File: src/rtl/spi_reg_arbiter_if.sv
`default_nettype none
// ============================================================================
// Module      : spi_reg_arbiter_if
// Description : Two-port register-access handshake plus flat config export.
// Revision    : 1.0 - initial release
// ============================================================================
interface spi_reg_arbiter_if #(
    parameter int NUM_REGS = 8,
    parameter int WIDTH    = 8,
    parameter int ADDR_W   = 3
);
    logic                      ena;

    logic                      req0;
    logic                      we0;
    logic [ADDR_W-1:0]         addr0;
    logic [WIDTH-1:0]          wdata0;
    logic                      ack0;
    logic [WIDTH-1:0]          rdata0;
    logic                      err0;

    logic                      req1;
    logic                      we1;
    logic [ADDR_W-1:0]         addr1;
    logic [WIDTH-1:0]          wdata1;
    logic                      ack1;
    logic [WIDTH-1:0]          rdata1;
    logic                      err1;

    logic                      busy;
    logic [NUM_REGS*WIDTH-1:0] config_regs;

    modport master (
        output ena,
        output req0, we0, addr0, wdata0,
        input  ack0, rdata0, err0,
        output req1, we1, addr1, wdata1,
        input  ack1, rdata1, err1,
        input  busy, config_regs
    );

    modport slave (
        input  ena,
        input  req0, we0, addr0, wdata0,
        output ack0, rdata0, err0,
        input  req1, we1, addr1, wdata1,
        output ack1, rdata1, err1,
        output busy, config_regs
    );
endinterface
`default_nettype wire

File: src/rtl/spi_reg_arbiter.sv
`default_nettype none
// ============================================================================
// Module      : spi_reg_arbiter
// Description : Config register bank shared by two requesters, round-robin.
// Revision    : 1.0 - initial release
// ============================================================================
module spi_reg_arbiter #(
    parameter int NUM_REGS = 8,
    parameter int WIDTH    = 8,
    parameter int ADDR_W   = 3
) (
    input  wire logic        clk,
    input  wire logic        rstb,
    spi_reg_arbiter_if.slave bus
);

    typedef enum logic [1:0] {
        ST_IDLE   = 2'd0,
        ST_ACCESS = 2'd1,
        ST_ACK    = 2'd2
    } state_t;

    state_t             r_state;
    logic               r_gnt;
    logic               r_last_gnt;
    logic               r_we;
    logic               r_range_err;
    logic               r_busy;
    logic [ADDR_W-1:0]  r_addr;
    logic [WIDTH-1:0]   r_wdata;
    logic [WIDTH-1:0]   r_rdata0;
    logic [WIDTH-1:0]   r_rdata1;
    logic [1:0]         r_ack;
    logic [1:0]         r_err;
    logic [WIDTH-1:0]   r_bank [NUM_REGS];

    logic               w_any_req;
    logic               w_pick;
    logic               w_in_range;
    logic [WIDTH-1:0]   w_rd_val;

    assign w_any_req  = bus.req0 | bus.req1;
    // Under contention the port that was not served last goes next.
    assign w_pick     = (bus.req0 & bus.req1) ? ~r_last_gnt : bus.req1;
    assign w_in_range = ({{(32-ADDR_W){1'b0}}, r_addr} < 32'(NUM_REGS));
    assign w_rd_val   = w_in_range ? r_bank[r_addr] : '0;

    always_ff @(posedge clk or negedge rstb) begin
        if (!rstb) begin
            r_state     <= ST_IDLE;
            r_gnt       <= 1'b0;
            r_last_gnt  <= 1'b1;
            r_we        <= 1'b0;
            r_range_err <= 1'b0;
            r_busy      <= 1'b0;
            r_addr      <= '0;
            r_wdata     <= '0;
            r_rdata0    <= '0;
            r_rdata1    <= '0;
            r_ack       <= 2'b00;
            r_err       <= 2'b00;
            for (int i = 0; i < NUM_REGS; i++) begin
                r_bank[i] <= '0;
            end
        end else begin
            r_ack <= 2'b00;
            r_err <= 2'b00;
            case (r_state)
                ST_IDLE: begin
                    if (bus.ena && w_any_req) begin
                        r_gnt   <= w_pick;
                        r_we    <= w_pick ? bus.we1    : bus.we0;
                        r_addr  <= w_pick ? bus.addr1  : bus.addr0;
                        r_wdata <= w_pick ? bus.wdata1 : bus.wdata0;
                        r_busy  <= 1'b1;
                        r_state <= ST_ACCESS;
                    end
                end
                ST_ACCESS: begin
                    r_range_err <= ~w_in_range;
                    if (w_in_range && r_we) begin
                        r_bank[r_addr] <= r_wdata;
                    end else if (r_gnt) begin
                        r_rdata1 <= w_rd_val;
                    end else begin
                        r_rdata0 <= w_rd_val;
                    end
                    r_state <= ST_ACK;
                end
                ST_ACK: begin
                    r_ack[r_gnt] <= 1'b1;
                    r_err[r_gnt] <= r_range_err;
                    r_last_gnt   <= r_gnt;
                    r_busy       <= 1'b0;
                    r_state      <= ST_IDLE;
                end
                default: begin
                    r_busy  <= 1'b0;
                    r_state <= ST_IDLE;
                end
            endcase
        end
    end

    assign bus.ack0   = r_ack[0];
    assign bus.ack1   = r_ack[1];
    assign bus.err0   = r_err[0];
    assign bus.err1   = r_err[1];
    assign bus.rdata0 = r_rdata0;
    assign bus.rdata1 = r_rdata1;
    assign bus.busy   = r_busy;

    for (genvar gi = 0; gi < NUM_REGS; gi++) begin : g_cfg
        assign bus.config_regs[gi*WIDTH +: WIDTH] = r_bank[gi];
    end

endmodule
`default_nettype wire

File: src/flat_wrapper.sv
// flat-port wrapper written by rule: the top's interface ports become plain ports
module spi_reg_arbiter_flat 
#(
    parameter int NUM_REGS = 8,
    parameter int WIDTH    = 8,
    parameter int ADDR_W   = 3
)
  (clk, rstb, bus_ena, bus_req0, bus_we0, bus_addr0, bus_wdata0, bus_ack0, bus_rdata0, bus_err0, bus_req1, bus_we1, bus_addr1, bus_wdata1, bus_ack1, bus_rdata1, bus_err1, bus_busy, bus_config_regs);
  spi_reg_arbiter_if #(.NUM_REGS(NUM_REGS), .WIDTH(WIDTH), .ADDR_W(ADDR_W)) bus_i ();
  input  wire logic clk;
  input  wire logic rstb;
  input wire logic [$bits(bus_i.ena)-1:0] bus_ena;
  input wire logic [$bits(bus_i.req0)-1:0] bus_req0;
  input wire logic [$bits(bus_i.we0)-1:0] bus_we0;
  input wire logic [$bits(bus_i.addr0)-1:0] bus_addr0;
  input wire logic [$bits(bus_i.wdata0)-1:0] bus_wdata0;
  output wire logic [$bits(bus_i.ack0)-1:0] bus_ack0;
  output wire logic [$bits(bus_i.rdata0)-1:0] bus_rdata0;
  output wire logic [$bits(bus_i.err0)-1:0] bus_err0;
  input wire logic [$bits(bus_i.req1)-1:0] bus_req1;
  input wire logic [$bits(bus_i.we1)-1:0] bus_we1;
  input wire logic [$bits(bus_i.addr1)-1:0] bus_addr1;
  input wire logic [$bits(bus_i.wdata1)-1:0] bus_wdata1;
  output wire logic [$bits(bus_i.ack1)-1:0] bus_ack1;
  output wire logic [$bits(bus_i.rdata1)-1:0] bus_rdata1;
  output wire logic [$bits(bus_i.err1)-1:0] bus_err1;
  output wire logic [$bits(bus_i.busy)-1:0] bus_busy;
  output wire logic [$bits(bus_i.config_regs)-1:0] bus_config_regs;
  assign bus_i.ena = bus_ena;
  assign bus_i.req0 = bus_req0;
  assign bus_i.we0 = bus_we0;
  assign bus_i.addr0 = bus_addr0;
  assign bus_i.wdata0 = bus_wdata0;
  assign bus_ack0 = bus_i.ack0;
  assign bus_rdata0 = bus_i.rdata0;
  assign bus_err0 = bus_i.err0;
  assign bus_i.req1 = bus_req1;
  assign bus_i.we1 = bus_we1;
  assign bus_i.addr1 = bus_addr1;
  assign bus_i.wdata1 = bus_wdata1;
  assign bus_ack1 = bus_i.ack1;
  assign bus_rdata1 = bus_i.rdata1;
  assign bus_err1 = bus_i.err1;
  assign bus_busy = bus_i.busy;
  assign bus_config_regs = bus_i.config_regs;
  spi_reg_arbiter #(.NUM_REGS(NUM_REGS), .WIDTH(WIDTH), .ADDR_W(ADDR_W)) u_core (.clk(clk), .rstb(rstb), .bus(bus_i));
endmodule
File: config.mk
export PLATFORM = sky130hd
export DESIGN_NAME = spi_reg_arbiter_flat
export DESIGN_NICKNAME = d
export VERILOG_FILES = /design/src/rtl/spi_reg_arbiter_if.sv /design/src/rtl/spi_reg_arbiter.sv /design/src/flat_wrapper.sv
export SDC_FILE = /design/constraint.sdc
export NUM_CORES = 1
export LEC_CHECK = 0
export CAP_MARGIN = 20
export CORE_UTILIZATION = 50
export CTS_CLUSTER_SIZE = 24
export DETAILED_ROUTE_END_ITERATION = 10
export HOLD_SLACK_MARGIN = 0.06
export PLACE_DENSITY = 0.81
export SYNTH_ARGS = -nofsm -noshare
export SYNTH_HDL_FRONTEND = slang
export SYNTH_SLANG_ARGS = --single-unit
File: constraint.sdc
create_clock -name clk -period 4.2 [get_ports clk]
set_input_delay 0.84 -clock clk [delete_from_list [all_inputs] [get_ports clk]]
set_output_delay 0.84 -clock clk [all_outputs]
set_load 0.05 [all_outputs]
[Word level (Yosys, flattened, before mapping)]
Cells that the tools add are included.
Operators by class
  multiplexer cells: 17
  bitwise logic cells: 7
  equality and inequality tests: 3
  reduce and logical (&&, ||, !) cells: 9
  order comparisons: 4
Operators with widths (number)
  64-bit bitwise mux: 1
  8-bit 2-to-1 mux: 4
  8-bit binary-select mux with 3-bit select: 1
  8-bit demux with 3-bit select: 1
  2-bit AND reduction: 3
  3-bit AND reduction: 2
  4-bit >= comparator, second input constant: 1
  4-bit by 1-bit < comparator with 1-bit output, second input constant: 1
  1-bit 2-to-1 mux: 4
  2-bit 2-to-1 mux: 2
  1-bit NOT: 4
  3-bit NOT with 4-bit output: 1
  2-bit one-hot mux with 2 select lines: 1
  1-bit logical AND: 3
  3-bit 2-to-1 mux: 1
  2-bit by 1-bit == test with 1-bit output, second input constant: 1
  2-bit == test, second input constant: 1
  2-bit zero test: 1
  1-bit by 2-bit < comparator with 1-bit output, second input constant: 1
  2-bit by 1-bit != test with 1-bit output, second input constant: 1
  1-bit one-hot mux with 2 select lines: 1
  1-bit AND: 1
  1-bit demux with 1-bit select: 1
  1-bit >= comparator, second input constant: 1
  1-bit OR: 1
Word-level totals
  register bits after elaboration: 99
  output and inout bits: 85

[Logic depth before layout (Yosys ltp)]
Gate-level depths: netlist of run 1.
  word-level depth: 6
  gate-level depth with buffers: 6
  mapped depth without buffers: 4

[Worst setup path before layout of run 1]
Ideal clock, no wire load.
  kind: in2reg
  from: in bus_req1
  to: reg u_core.r_addr[0]
  buffers on the path: 1
  stages: 4
  library setup time: 144 ps
  data required time: 4056 ps
  slack: 2379 ps
  arrival time: 1677 ps
  path through: a21boi_1 -> buf_4 -> mux2i_1 -> o21ai_0
On the way
  word-level cells in the longest chain between the ends: 3
RTL lines
  start: declaration: RTL line flat_wrapper.sv:20  | input wire logic [$bits(bus_i.req1)-1:0] bus_req1;
  1-bit AND or 1-bit OR (tied branches): RTL line spi_reg_arbiter.sv:44, spi_reg_arbiter.sv:42
  1-bit 2-to-1 mux or 1-bit logical AND (tied branches): RTL line spi_reg_arbiter.sv:44, spi_reg_arbiter.sv:70
  3-bit 2-to-1 mux or 2-bit AND reduction (tied branches)
  end signal: assignment: RTL line spi_reg_arbiter.sv:73  | r_addr <= w_pick ? bus.addr1 : bus.addr0;
  end: declaration: RTL line spi_reg_arbiter.sv:29  | logic [ADDR_W-1:0] r_addr;
Parallel ways exist; a longest one is shown, timed or not.
A chain may end at the register's enable or synchronous reset.

[Worst setup path in the final report of run 1]
  from: reg u_core.r_bank, in the netlist u_core.bus.config_regs[11]
  to: out bus_config_regs[11]
RTL lines
  start: declaration: RTL line spi_reg_arbiter.sv:35  | logic [WIDTH-1:0] r_bank [NUM_REGS];
  start signal: indexed assignment: RTL line spi_reg_arbiter.sv:82  | r_bank[r_addr] <= r_wdata;
  end: declaration: RTL line flat_wrapper.sv:28  | output wire logic [$bits(bus_i.config_regs)-1:0] bus_config_regs;
No word-level cell between the ends.

==> results of run 1 <==
## layer usage
layer	wire length [um]	share of wire [%]	GRT usage, %	up-vias
met3	602	5.3	4.24	18
met4	195	1.7	8.84	0
li1	-	-	-	1514
met5	0	0	0	-
met1	5080	44	35.7	1680
met2	5570	49	39.3	129
## cells in the mapped netlist, types with 2 or more instances
master / n
dfrtp_1: 98
mux2_2: 57
mux2i_1: 29
nor2_1: 22
a21oi_1: 21
nand2_1: 18
o21ai_0: 18
nand3b_1: 12
buf_2: 11
a211oi_1: 8
mux2_4: 8
buf_4: 6
a21boi_0: 4
inv_1: 4
nand3_1: 4
o22ai_1: 4
clkbuf_1: 3
nand2b_1: 3
nor2_2: 3
or3b_2: 3
buf_6: 2
nor3_1: 2
nor3b_2: 2
nor4_1: 2
nor4bb_1: 2
## worst min-delay path by stage
stage | cells past startpoint | slack [ns] | endpoint
after floorplan | 1 | 0.46 | u_core.r_ack[0]
after global placement | 1 | 0.49 | u_core.r_ack[0]
after detailed placement | 1 | 0.50 | u_core.r_ack[0]
after CTS | 1 | 0.51 | u_core.r_ack[0]
after global routing | 1 | 0.27 | u_core.bus.config_regs[5]
final | 1 | 0.29 | u_core.bus.config_regs[5]
## flip-flops by register name, indices dropped and copies added (netlist names), 2 cells and up
name / cells
u_core.bus.rdata1: 8
u_core.r_ack: 2
u_core.bus.config_regs: 64
u_core.r_wdata: 8
u_core.r_state: 2
u_core.r_addr: 3
u_core.bus.rdata0: 8
## power by group through the flow
stage	Clock, mW	Combinational, mW	Sequential (mW)
after floorplan	0	0.653	2.69
after global placement	0	2.54	1.68
after detailed placement	0	2.58	1.69
after CTS	0.672	2.60	1.68
after global routing	0.719	2.69	1.73
final	0.671	2.59	1.68
## area by class of cell
type	count	area, um2
fill	646	2800
inverter	4	15.0
clock inverter	5	86.3
clock buffer	11	131
multi-input combinational	237	1900
timing repair buffer	118	1180
tap	108	135
sequential	99	2480
## cells by family after synthesis
family / synth area share [%]
flops: 54.8
compound gates: 7.36
other cells: 0.0829
simple gates: 10.7
mux: 23.8
buf+inv: 3.29
==> flow_metrics.py, run 1 <==
metrics = {
    "status": {
        "outcome": "complete, no violations",
    },
    "timing": {
        "holdWs_ns": 0.289,
        "finalMaxSlewViolations": 0,
        "finalSetupViolations": 0,
        "rsz0062_at_grt": "false",
        "slew_headroom_pct": 29.1,
        "fin_skew_ns": 0.0182,
        "hold_viol_final": 0,
        "clock.fmax_mhz": 401,
        "fin_tns_setup_ns": 0,
        "tightest_slew_ns": 1.06,
        "setup_slack_ns": 1.71,
        "layout_min_cycle_time_ns": 2.49,
        "min_period_over_period_pct": 59.3,
    },
    "worst_hold_path": {
        "hold_path_class": "primary input to asynchronous set/reset pin",
    },
    "clock_tree": {
        "numCtsBuffers": 9,
        "hold_buffers": 0,
        "worstSkewPairLatency_ns": 0.37,
        "clk_pin_slew_ns": 0.10,
        "cts_resized": 0,
        "root_buffer": "clkbuf_8",
        "postCtsSetupBuffers": 0,
        "cts.sink_count": 99,
        "clock_path_buffers": 2,
        "cts_tree": "yes",
        "cts.htree.levels": 3,
    },
    "finish": {
        "drive_above_1_share_pct": 21.7,
        "antenna_cells": 0,
        "fin_area_um2": 5930,
        "stdcell_count": 582,
        "mostFrequentLayoutCells": "clkdlybuf4s50_1, dfrtp_1, mux2_2, mux2i_1, nor2_1",
        "fin_nets": 498,
        "syn2layout_area_growth_pct": 31.0,
        "final_common_cell": "clkdlybuf4s50_1",
        "final_core_util_pct": 67.9,
    },
    "floorplan": {
        "dieArea_um2": 9430,
        "initial_core_util_pct": 51.9,
        "fp.coreArea_um2": 8720,
        "rows": 34,
        "die_w_um": 97.1,
        "die_h_um": 97.1,
        "pin_count": 114,
    },
    "critical_path": {
        "critPathMaxFanout": 3,
        "r2r_start": "u_core.r_addr[2]",
        "rr_worst_depth": 5,
        "critPathCapture": "bus_config_regs[11]",
        "worstSetupStartpoint": "u_core.bus.config_regs[11]",
        "crit_slowest_cell": "clkdlybuf4s50_1",
        "rrSetupSlack_ns": 1.96,
        "max_stage_delay_ns": 0.86,
        "worstSetupEndpointType": "output pin",
        "crit_type": "register to output pin",
        "path_cells": "clkdlybuf4s50_1",
        "critPathBufInv": 1,
        "cp-start-kind": "register",
        "r2r-end": "u_core.bus.rdata0[1]",
        "crit_cells": 1,
        "cp_data_required_time_ns": 3.36,
        "cp.arrival_ns": 1.65,
        "critical-path-top-delay-family": "buffers and inverters",
    },
    "synth": {
        "yosys-top-cells-area": "dfrtp_1, mux2_2, mux2i_1",
        "synthArstFlopShare_pct": 100,
        "yosys.area.top_type": "dfrtp_1",
        "ys_seq_area_share_pct": 54.8,
        "synth_ff_type": "dfrtp_1",
        "synth_cell_type_count": 40,
        "netlist.area_leader.share_pct": 54.2,
        "avgSynthCellArea_um2": 12.5,
        "synth_edf_count": 0,
        "synthCells": 361,
        "ys_ff_latch": 99,
        "yosysWarnings": 0,
        "syn-cell-area_um2": 4520,
    },
    "power": {
        "p_per_area_nw_per_um2": 834,
        "p_comb_share_pct": 52.4,
        "p_clk_share_pct": 13.6,
        "swShare_pct": 47.5,
        "ir_worst_vdd_v": 0.000534,
        "totalPowerFinal_mw": 4.94,
        "internal-power_mw": 2.60,
        "leakagePower_nw": 2.61,
        "seq_power_share_pct": 34.1,
        "power_switching_mw": 2.35,
    },
    "placement": {
        "pre_cts_ws_ns": 1.96,
        "hpwl_mm": 7.80,
        "place_inst": 565,
        "place_area_um2": 5680,
        "portBuffers": 111,
        "gp_congestion": 0.814,
    },
    "global_routing": {
        "grt_antenna_before_repair": 0,
        "grt_max_degree": 83,
        "grt.total_usage_pct": 25.2,
        "grt_pass1_vias": 3382,
        "grt_overflow": 0,
        "grt_pass1_wl_mm": 18.4,
    },
    "flow_run": {
        "cap_viol_max_count": 0,
    },
    "route": {
        "wl_per_cell_um": 19.7,
        "totalWireLength_mm": 11.4,
        "ant_nets": 0,
        "drt_iter0_drc": 196,
        "drc": 0,
        "drt_pass1_iterations": 4,
        "vias": 3341,
        "vias_per_cell": 5.74,
    },
}
Note: power is estimated with default switching activity, not from simulation.
==> run 2: changes to the inputs <==
CORE_UTILIZATION = 44   (was 50)
PLACE_DENSITY = 0.76   (was 0.81)
clock period = 2.1 ns   (was 4.2 ns; I/O delays follow)
==> run 2 against run 1 <==
Sequential share of layout area is 0.51 points lower. Setup slack got worse by 1.6 ns. Critical path depth unchanged. Non-clock buffer count grew 10. First-iteration DRC count shrank 44%. Combinational power up 100%. Critical endpoint is now bus_config_regs[26].
==> flow_metrics.py, run 2 (synthesis results as in run 1) <==
metrics = {
    "status": {
        "outcome": "complete, no violations",
    },
    "clock_tree": {
        "cts.sink_count": 99,
        "cts_tree": "yes",
        "cts.htree.levels": 3,
        "root_buffer": "clkbuf_8",
        "numCtsBuffers": 9,
        "worstSkewPairLatency_ns": 0.36,
        "clk_pin_slew_ns": 0.09,
        "postCtsSetupBuffers": 0,
        "hold_buffers": 1,
        "cts_resized": 0,
        "clock_path_buffers": 2,
    },
    "placement": {
        "hpwl_mm": 7.98,
        "portBuffers": 111,
        "gp_congestion": 0.820,
    },
    "timing": {
        "slew_headroom_pct": 58.9,
        "rsz0062_at_grt": "false",
        "tightest_slew_ns": 0.611,
        "fin_skew_ns": 0.0104,
        "clock.fmax_mhz": 492,
        "min_period_over_period_pct": 96.9,
        "finalSetupViolations": 0,
        "layout_min_cycle_time_ns": 2.03,
        "finalMaxSlewViolations": 0,
        "hold_viol_final": 0,
        "holdWs_ns": 0.495,
        "fin_tns_setup_ns": 0,
    },
    "critical_path": {
        "cp-start-kind": "register",
        "path_cells": "clkdlybuf4s50_1",
        "worstSetupEndpointType": "output pin",
        "cp_data_required_time_ns": 1.68,
        "rrSetupSlack_ns": 0.25,
        "crit_type": "register to output pin",
        "critPathMaxFanout": 3,
        "critPathBufInv": 1,
        "critical-path-top-delay-family": "buffers and inverters",
        "cp.arrival_ns": 1.61,
        "max_stage_delay_ns": 0.83,
        "crit_slowest_cell": "clkdlybuf4s50_1",
    },
    "floorplan": {
        "dieArea_um2": 10700,
        "rows": 36,
        "fp.coreArea_um2": 9860,
        "die_h_um": 103,
        "die_w_um": 103,
        "initial_core_util_pct": 45.8,
        "pin_count": 114,
    },
    "power": {
        "totalPowerFinal_mw": 9.75,
        "ir_worst_vdd_v": 0.000837,
        "leakagePower_nw": 2.63,
        "p_per_area_nw_per_um2": 1630,
    },
    "global_routing": {
        "grt_pass1_wl_mm": 17.7,
        "grt.total_usage_pct": 22.6,
        "grt_antenna_before_repair": 0,
        "grt_overflow": 0,
        "grt_pass1_vias": 3283,
        "grt_max_degree": 49,
    },
    "finish": {
        "antenna_cells": 0,
        "fin_nets": 508,
        "drive_above_1_share_pct": 22.9,
        "final_common_cell": "clkdlybuf4s50_1",
        "largest_reg_flops": 64,
        "syn2layout_area_growth_pct": 32.7,
        "mostFrequentLayoutCells": "clkdlybuf4s50_1, dfrtp_1, mux2_2, mux2i_1, nor2_1",
        "nFillCells": 814,
    },
    "worst_hold_path": {
        "hold_path_class": "primary input to asynchronous set/reset pin",
    },
    "route": {
        "wl_per_cell_um": 18.0,
        "vias": 3297,
        "drt_iter0_drc": 109,
        "totalWireLength_mm": 11.1,
        "vias_per_cell": 5.34,
        "drt_pass1_iterations": 4,
        "drc": 0,
        "ant_nets": 0,
    },
    "flow_run": {
        "cap_viol_max_count": 0,
    },
}
-- run 2: stage by stage --
stage | cell area (um2) | util [%] | setup WS, ns | std cells
after floorplan | 4530 | - | 0.532 | 362
final | 6000 | 60.8 | 0.0659 | 617
after global routing | 6000 | 60.8 | 0.00994 | 617
after detailed placement | 5800 | 58.8 | 0.250 | 600
after global placement | 5800 | 58.8 | 0.228 | 600
after CTS | 6000 | 60.8 | 0.0520 | 617
-- run 2: report_power, final --
group	total [mW]	switching, mW	internal (mW)
Combinational	5.24	3.31	1.93
Clock	1.19	0.639	0.555
Sequential	3.32	0.694	2.63
Total	9.75	4.65	5.11
-- run 2: final cells by class --
type,instances,area [um2],area share (%)
Clock buffer,12,135,2.25
Inverter,4,15.0,0.250
Clock inverter,4,53.8,0.897
Multi-Input combinational cell,237,1900,31.6
Sequential cell,99,2480,41.3
Tap cell,133,166,2.77
Timing Repair Buffer,128,1250,20.9
-- run 2: routing by layer --
| layer | vias up | track usage [%] | wire length (um) |
|---|---|---|---|
| li1 | 1527 | - | - |
| met1 | 1628 | 30.8 | 4970 |
| met2 | 118 | 36.0 | 5250 |
| met3 | 24 | 4.50 | 625 |
| met4 | 0 | 8.67 | 259 |
| met5 | - | 0 | 0 |
-- run 2: worst paths after layout --
check | startpoint | to | cells past startpoint
hold reg to reg | u_core.r_gnt | u_core.r_ack[0] | 1
max in group asynchronous | rstb | u_core.r_last_gnt | 3
setup / recovery | u_core.bus.config_regs[26] | bus_config_regs[26] | 1
min in group clk | u_core.r_gnt | u_core.r_ack[0] | 1
setup reg to reg | u_core.r_addr[2] | u_core.bus.rdata0[6] | 5
hold / removal | rstb | u_core.bus.rdata0[6] | 2
